$ cat config.mk
export PLATFORM = sky130hd
export DESIGN_NAME = traffic_light_monitor
export DESIGN_NICKNAME = d
export VERILOG_FILES = /design/src/rtl/traffic_pkg.sv /design/src/rtl/traffic_phase_timer.sv /design/src/rtl/traffic_light_monitor.sv
export SDC_FILE = /design/constraint.sdc
export NUM_CORES = 1
export LEC_CHECK = 0
export BUFFER_PORTS_ARGS = -buffer_cell sky130_fd_sc_hd__buf_2
export CAP_MARGIN = 15
export CELL_PAD_IN_SITES_DETAIL_PLACEMENT = 1
export CELL_PAD_IN_SITES_GLOBAL_PLACEMENT = 2
export CORE_UTILIZATION = 34
export CTS_BUF_LIST = sky130_fd_sc_hd__clkbuf_4 sky130_fd_sc_hd__clkbuf_8
export CTS_CLUSTER_DIAMETER = 50
export DETAILED_ROUTE_END_ITERATION = 6
export PLACE_DENSITY = 0.89
export SLEW_MARGIN = 40
export SYNTH_ARGS = -nofsm -noshare
export SYNTH_HDL_FRONTEND = slang
export SYNTH_SLANG_ARGS = --single-unit
$ cat constraint.sdc
create_clock -name clk -period 2.4 [get_ports clk]
set_clock_uncertainty 0.2 [all_clocks]
set_input_delay 0.24 -clock clk [delete_from_list [all_inputs] [get_ports clk]]
set_output_delay 0.24 -clock clk [all_outputs]
set_load 0.02 [all_outputs]
$ cat src/rtl/traffic_pkg.sv
// Shared light encodings, intersection phase encoding and decode helpers for the
// traffic light monitor.
package traffic_pkg;

  localparam logic [2:0] LIGHT_RED = 3'b100;
  localparam logic [2:0] LIGHT_YEL = 3'b010;
  localparam logic [2:0] LIGHT_GRN = 3'b001;

  typedef enum logic [2:0] {
    P_UNKNOWN = 3'd0,
    P_NS_G    = 3'd1,
    P_NS_Y    = 3'd2,
    P_ALL_R   = 3'd3,
    P_EW_G    = 3'd4,
    P_EW_Y    = 3'd5
  } phase_t;

  function automatic logic is_onehot3(input logic [2:0] v);
    return (v == 3'b001) || (v == 3'b010) || (v == 3'b100);
  endfunction

  function automatic logic is_green(input phase_t p);
    return (p == P_NS_G) || (p == P_EW_G);
  endfunction

  // Transitions out of P_UNKNOWN are screened by the caller, not here.
  function automatic logic legal_step(input phase_t from, input phase_t to);
    case (from)
      P_NS_G:  return to == P_NS_Y;
      P_EW_G:  return to == P_EW_Y;
      P_NS_Y:  return (to == P_ALL_R) || (to == P_EW_G);
      P_EW_Y:  return (to == P_ALL_R) || (to == P_NS_G);
      P_ALL_R: return (to == P_NS_G) || (to == P_EW_G);
      default: return 1'b0;
    endcase
  endfunction

endpackage

$ cat src/rtl/traffic_phase_timer.sv
// Green-duration timer: measures each green, latches its length on exit and flags
// greens that fall outside [cfg, cfg + EXTEND + MARGIN].
module traffic_phase_timer #(
  parameter int W_TIME = 8,
  parameter int EXTEND = 20,
  parameter int MARGIN = 2
) (
  input  logic              clk,
  input  logic              reset,
  input  logic              green_entry,
  input  logic              green_stay,
  input  logic              green_exit,
  input  logic              check_en,
  input  logic [W_TIME-1:0] config_time,
  output logic [W_TIME+1:0] last_green_len,
  output logic              timing_fail
);

  localparam int TW = W_TIME + 2;

  logic [TW-1:0]     timer;
  logic [W_TIME-1:0] cfg_cap;
  logic              armed;
  logic [TW-1:0]     lo_bound;
  logic [TW-1:0]     hi_bound;

  assign lo_bound    = {2'b00, cfg_cap};
  assign hi_bound    = lo_bound + TW'(EXTEND + MARGIN);
  assign timing_fail = green_exit && armed && ((timer < lo_bound) || (timer > hi_bound));

  // A green that began before the monitor came out of reset is measured but never judged.
  always_ff @(posedge clk or negedge reset) begin
    if (!reset) begin
      timer          <= '0;
      cfg_cap        <= '0;
      armed          <= 1'b0;
      last_green_len <= '0;
    end else begin
      if (green_exit)
        last_green_len <= timer;
      if (green_entry) begin
        timer   <= TW'(1);
        cfg_cap <= config_time;
        armed   <= check_en;
      end else if (green_stay && (timer != '1)) begin
        timer <= timer + TW'(1);
      end
    end
  end

endmodule

$ cat src/rtl/traffic_light_monitor.sv
// Passive safety monitor for a two-axis traffic light: decodes the light buses into a
// phase, tracks the phase sequence and raises sticky encoding/conflict/sequence/timing flags.
module traffic_light_monitor
  import traffic_pkg::*;
#(
  parameter int W_TIME = 8,
  parameter int EXTEND = 20,
  parameter int MARGIN = 2,
  parameter int CNT_W  = 16
) (
  input  logic              clk,
  input  logic              reset,
  input  logic              clear_err,
  input  logic [2:0]        light_ns,
  input  logic [2:0]        light_ew,
  input  logic [W_TIME-1:0] config_time,
  output logic [2:0]        phase,
  output logic [CNT_W-1:0]  phase_count,
  output logic [W_TIME+1:0] last_green_len,
  output logic              err_encoding,
  output logic              err_conflict,
  output logic              err_sequence,
  output logic              err_timing,
  output logic              err_any
);

  phase_t phase_q;
  phase_t phase_d;
  logic   enc_bad;
  logic   conflict;
  logic   changed;
  logic   seq_bad;
  logic   green_entry;
  logic   green_stay;
  logic   green_exit;
  logic   timing_fail;

  // Malformed or conflicting buses leave the phase where it was.
  always_comb begin
    phase_d  = phase_q;
    enc_bad  = !is_onehot3(light_ns) || !is_onehot3(light_ew);
    conflict = 1'b0;
    if (!enc_bad) begin
      if ((light_ns != LIGHT_RED) && (light_ew != LIGHT_RED))
        conflict = 1'b1;
      else if (light_ns == LIGHT_GRN)
        phase_d = P_NS_G;
      else if (light_ns == LIGHT_YEL)
        phase_d = P_NS_Y;
      else if (light_ew == LIGHT_GRN)
        phase_d = P_EW_G;
      else if (light_ew == LIGHT_YEL)
        phase_d = P_EW_Y;
      else
        phase_d = P_ALL_R;
    end
  end

  assign changed     = (phase_d != phase_q);
  assign seq_bad     = changed && (phase_q != P_UNKNOWN) && !legal_step(phase_q, phase_d);
  assign green_entry = changed && is_green(phase_d);
  assign green_stay  = !changed && is_green(phase_q);
  assign green_exit  = changed && is_green(phase_q);

  traffic_phase_timer #(
    .W_TIME (W_TIME),
    .EXTEND (EXTEND),
    .MARGIN (MARGIN)
  ) u_timer (
    .clk            (clk),
    .reset          (reset),
    .green_entry    (green_entry),
    .green_stay     (green_stay),
    .green_exit     (green_exit),
    .check_en       (phase_q != P_UNKNOWN),
    .config_time    (config_time),
    .last_green_len (last_green_len),
    .timing_fail    (timing_fail)
  );

  // Sticky flags: a new violation in the same cycle as clear_err wins.
  always_ff @(posedge clk or negedge reset) begin
    if (!reset) begin
      phase_q      <= P_UNKNOWN;
      phase_count  <= '0;
      err_encoding <= 1'b0;
      err_conflict <= 1'b0;
      err_sequence <= 1'b0;
      err_timing   <= 1'b0;
    end else begin
      phase_q <= phase_d;
      if (changed && (phase_q != P_UNKNOWN) && (phase_count != '1))
        phase_count <= phase_count + CNT_W'(1);
      err_encoding <= (err_encoding && !clear_err) || enc_bad;
      err_conflict <= (err_conflict && !clear_err) || conflict;
      err_sequence <= (err_sequence && !clear_err) || seq_bad;
      err_timing   <= (err_timing   && !clear_err) || timing_fail;
    end
  end

  assign phase   = phase_q;
  assign err_any = err_encoding || err_conflict || err_sequence || err_timing;

endmodule

Word-level counts from Yosys, hierarchy flattened
Index checks and enable logic that the tools add are counted.
Operators by class
  add/sub/neg operators: 3
  $mul: 0
  div/mod/pow operators: 0
  magnitude comparators: 2
  equal/unequal tests: 21
  shift operators: 0
  multiplexer cells: 11
  bitwise logic cells: 0
  reduce and logical (&&, ||, !) cells: 38
Operators by type and width (number)
  $mux 10: 2
  $eq 3x2->1 const B: 6
  $eq 3x3->1 const B: 6
  $mux 3: 6
  $logic_or 1x1->1: 17
  $add 16x1->16 const B: 1
  $ne 16x16->1 const B: 1
  $logic_and 1x1->1: 14
  $eq 3x1->1 const B: 4
  $add 10x1->10 const B: 1
  $gt 10x10->1: 1
  $lt 10x8->1: 1
  $ne 10x10->1 const B: 1
  $add 8x5->9 const B: 1
  $ne 3x3->1 const B: 2
  $logic_not 1->1: 5
  $pmux 1 s5: 1
  $ne 3x3->1: 1
  $reduce_bool 3->1: 1
  $mux 1: 2
  $reduce_bool 2->1: 1
Storage, ports and cells
  register bits after elaboration: 52
  bits in latches: 0
  memory bits (writable): 0
  bits in read-only memories: 0
  input bits: 17
  word-level logic and storage cells: 85
  memories: 0

Logic depth before layout (Yosys ltp)
  word-level depth: 13
  mapped depth: 11
  depth with buffers taken out: 11

Cells and area by module
From an unflattened synthesis, not the netlist that was laid out.
Unflattened totals
  cells, all modules: 324
  area total of the unflattened synthesis: 3284.4 µm²
Modules (own cells, without submodules)
  traffic_phase_timer: times used 1, cells each 163, area an instance 1709.1 µm²
  traffic_light_monitor: times used 1, cells each 161, area an instance 1575.3 µm²

Least setup slack after synthesis
No wires, ideal clock.
  kind: reg-to-reg
  start: register phase_q[2] (netlist: phase[2])
  end: register u_timer.cfg_cap[0]
  data arrival time: 2.339 ns
  required time: 2.075 ns
  path slack: -0.264 ns
  stages on the path, launching flop included: 10
  clock period less this slack: 2.664 ns
  path through: dfrtp_1 -> clkbuf_1 -> nand2b_1 -> o21ba_2 -> o21ai_0 -> nand2_1 -> a2111oi_2 -> o21a_1 -> buf_6 -> mux2_2
Between the ends
  word-level cells in the longest chain between the ends: 5
  elaborated cells on any way between the ends: 7
Ends and longest elaborated chain
  start: declaration: RTL line traffic_light_monitor.sv:27  | phase_t phase_q;
  start signal: assignment: RTL line traffic_light_monitor.sv:91  | phase_q <= phase_d;
  $mux 3: RTL line traffic_light_monitor.sv:44  | if ((light_ns != LIGHT_RED) && (light_ew != LIGHT_RED))
  $mux 3: RTL line traffic_light_monitor.sv:43  | if (!enc_bad) begin
  $eq 3x1->1 or $eq 3x3->1 (tied branches): RTL line traffic_pkg.sv:23  | return (p == P_NS_G) || (p == P_EW_G);
  $logic_or 1x1->1: RTL line traffic_pkg.sv:23
  $logic_and 1x1->1 *: RTL line traffic_light_monitor.sv:61  | assign green_entry = changed && is_green(phase_d);
  end signal: assignment: RTL line traffic_phase_timer.sv:43  | cfg_cap <= config_time;
  end: declaration: RTL line traffic_phase_timer.sv:22  | logic [W_TIME-1:0] cfg_cap;
Every way passes the cells marked *; elsewhere a longest branch is shown, timed or not.
A chain may end at the register's enable or synchronous reset.

Worst setup path after layout
  start: register u_timer.cfg_cap[1]
  end: register err_timing
Between the ends
  word-level cells in the longest chain between the ends: 5
  elaborated cells on any way between the ends: 6
Ends and longest elaborated chain
  $add 8x5->9: RTL line traffic_phase_timer.sv:28  | assign hi_bound = lo_bound + TW'(EXTEND + MARGIN);
  $gt 10x10->1: RTL line traffic_phase_timer.sv:29  | assign timing_fail = green_exit && armed && ((timer < lo_bound) || (timer > hi_bound));
  $logic_or 1x1->1 *: RTL line traffic_phase_timer.sv:29
  $logic_and 1x1->1 *: RTL line traffic_phase_timer.sv:29
  $logic_or 1x1->1 *: RTL line traffic_light_monitor.sv:97  | err_timing <= (err_timing && !clear_err) || timing_fail;
  end signal: assignment: RTL line traffic_light_monitor.sv:97
  end: declaration: RTL line traffic_light_monitor.sv:23  | output logic err_timing,
Marked as above.

==> flow_summary.yaml <==
power:
  finalPower_mw: 4.05
  leakagePower_nw: 2.21
  peakVddDrop_mv: 0.447
  powerDensity_mw_per_mm2: 832
timing:
  rsz0062_at_grt: "true"
  period_minus_slack_ns: 2.73
  finalHoldViolations: 0
  period_share_pct: 114
  fin_ws_ns: -0.335
  tightest_slew_ns: 0.526
  clock.fmax_mhz: 366
  slew_violations: 0
  setup_viol: 39
  slew-limit-headroom_pct: 64.7
yosys:
  yosys.area.top_type_share_pct: 39.2
  ys_seq_area_share_pct: 39.2
  synth_edf_count: 0
  synth_seq_cells: 52
  async_flop_share_pct: 100
  synth_common_cells: "52 x dfrtp_1, 29 x xnor2_1, 19 x ha_1, 19 x nor2_1"
  yosysMostFrequentCell: "dfrtp_1"
  synth_warnings: 0
  syn_nets: 362
  yosys-top-cells-area: "dfrtp_1 39%, xnor2_1 7.6%, ha_1 7.2%, mux2_4 4.1%, mux2_2 3.7%"
  syn_inst: 326
  syn_area_mm2: 0.00332
  avgSynthCellArea_um2: 10.2
  ys_types: 62
  yosys.area.top_type: "dfrtp_1"
  yosys_most_used_dff: "dfrtp_1"
placed_design:
  gp_congestion: 0.807
  dp_slack_ns: -0.279
  port_buffers: 50
  dpl_cell_area_mm2: 0.00420
  dp_hpwl_um: 6950
setup_path:
  r2r_cells: 10
  cp-start-kind: "register"
  worst_ep_required_time_ns: 2.40
  rrSetupSlack_ns: -0.33
  crit_type: "reg -> reg"
  crit_fanout: 3
  cp.arrival_ns: 2.74
  end_kind: "register"
drt:
  drtIter0Drc: 62
  wire_per_inst_um: 17.8
  drt_pre_antenna_iters: 4
  dr_total_vias: 3076
  wl_um: 10300
  drc: 0
  ant_nets: 0
  viasPerCell: 5.29
global_routing:
  grt_pass1_vias: 3183
  grt_pass1_wl_um: 16200
  grt-ovfl-total: 0
  grt_max_degree: 22
  antenna_found_initial: 0
  track_usage_pct: 20.3
clocking:
  clockRootBuffer: "clkbuf_8"
  numCtsBuffers: 5
  htreeDepth: 2
  cts_tree: "yes"
  clock_sinks: 52
  clk_latency_ns: 0.31
  clk_pin_slew_ns: 0.10
  clock_path_buffers: 2
finish:
  nets: 488
  drive_above_1_share_pct: 47.5
  nFillCells: 1057
  multi_input_area_mm2: 0.00223
  regArea_mm2: 0.00130
  fin_util_pct: 52.0
  diodes: 0
  stdcell_area_mm2: 0.00487
  areaGrowthSynthToFinish_pct: 46.7
die:
  die_area_mm2: 0.0102
  fp-row-count: 35
  dieHeight_um: 101
  fp.dieW_um: 101
  coreArea_mm2: 0.00937
  start_util_pct: 35.5
  io_pins: 51
run_status:
  violations: "negative setup slack"
  status: "finished, violations left"
flow_run:
  cap_violations: 0
min_path:
  whs_path_depth: 4
  hold_class: "in -> reg"
==> flip-flops by register name (all words and copies together) (netlist names) <==
register / flops
err_conflict: 1
err_encoding: 1
err_sequence: 1
err_timing: 1
phase: 3
phase_count: 16
u_timer.armed: 1
u_timer.cfg_cap: 8
u_timer.last_green_len: 10
u_timer.timer: 10
==> kinds of logic (layout without fill, tap and decap cells) <==
| kind of cell | count (synthesis) | after routing | share of synthesized area [%] |
|---|---|---|---|
| buf+inv | 32 | 158 | 4.93 |
| simple gates | 108 | 108 | 18.4 |
| fa+ha+maj | 19 | 19 | 7.15 |
| xor+xnor | 32 | 32 | 8.43 |
| compound gates | 62 | 63 | 13.9 |
| flops | 52 | 52 | 39.2 |
| mux | 21 | 21 | 8.09 |
==> worst max-delay path, stage by stage (launching register included) <==
cell and delay [ns]:
dfrtp_1 0.38, inv_2 0.07, ha_2 0.20, o21a_1 0.19
or3_1 0.32, xnor2_1 0.14, ha_1 0.29, nand4b_1 0.16
nor4bb_1 0.36, o32a_1 0.24, o32ai_2 0.09
==> power by group <==
part,internal [mW],total (mW),switching [mW]
clock network,0.247,0.554,0.307
logic,1.12,2.24,1.12
registers,1.07,1.26,0.190
==> through the flow <==
stage          cells  TNS, ns  hold WS (ns)
4_1_cts          578    -2.31         0.199
2_1_floorplan    326   -0.169        -0.256
5_1_grt          582    -9.14         0.221
3_3_place_gp     553    -4.36      0.000628
3_5_place_dp     553    -6.64        0.0135
6_report         582    -3.22         0.182
==> cell type report <==
type	count	share of cell area (%)
clock inverters	1	0.154
inverters	17	1.31
well taps	129	3.31
multi-input cells	243	45.8
flip-flops and latches	52	26.7
repair buffers	133	20.8
clock buffers	7	1.85
==> layout by cell type, fill, tap and decap left out, types with 3 or more instances in the layout <==
master | synthesis | routed
o21ai_0 | 7 | 4
buf_4 | 1 | 62
nor2b_1 | 3 | 3
and2_1 | 4 | 3
clkbuf_8 | 0 | 6
nand3_2 | 0 | 4
buf_12 | 0 | 5
nand2b_1 | 8 | 7
nand2_1 | 17 | 16
buf_6 | 5 | 3
nor2_4 | 0 | 3
xnor2_1 | 29 | 26
xnor2_2 | 0 | 3
buf_2 | 2 | 50
nor2_1 | 19 | 12
nor2_2 | 0 | 4
nand4_1 | 7 | 7
or3b_4 | 0 | 3
dlygate4sd3_1 | 0 | 10
and3_1 | 4 | 4
nand3_1 | 16 | 10
ha_1 | 19 | 18
mux2_4 | 9 | 20
a21oi_2 | 1 | 10
dfrtp_1 | 52 | 50
and4_1 | 5 | 5
o21a_1 | 6 | 5
a211o_1 | 3 | 3
inv_1 | 17 | 15
a21oi_1 | 17 | 7
==> worst paths after layout <==
check                                                from                           end
hold / removal                                light_ew[1]        err_encoding$_DFF_PN0_
max in group asynchronous                           reset            phase[1]$_DFF_PN0_
setup reg to reg           u_timer.cfg_cap[1]$_DFFE_PN0P_          err_timing$_DFF_PN0_
min in group asynchronous                           reset  u_timer.timer[4]$_DFFE_PN0P_
setup / recovery           u_timer.cfg_cap[1]$_DFFE_PN0P_          err_timing$_DFF_PN0_
hold reg to reg               phase_count[15]$_DFFE_PN0P_   phase_count[15]$_DFFE_PN0P_
==> routing by layer <==
metal  track usage [%]  wire, um
met4              4.35       113
met2              34.2      5240
met3              3.26       350
met5                 0         0
met1              27.4      4640
==> timing repair <==
item,CTS,global route
gates resized for setup,38,45
cloned,2,1
hold buffers,10,0
endpoints found under the setup margin,30,44
endpoints found under the hold margin,28,0
setup buffers,5,3
pin swaps,17,17
Note: power is estimated with default switching activity, not from simulation.
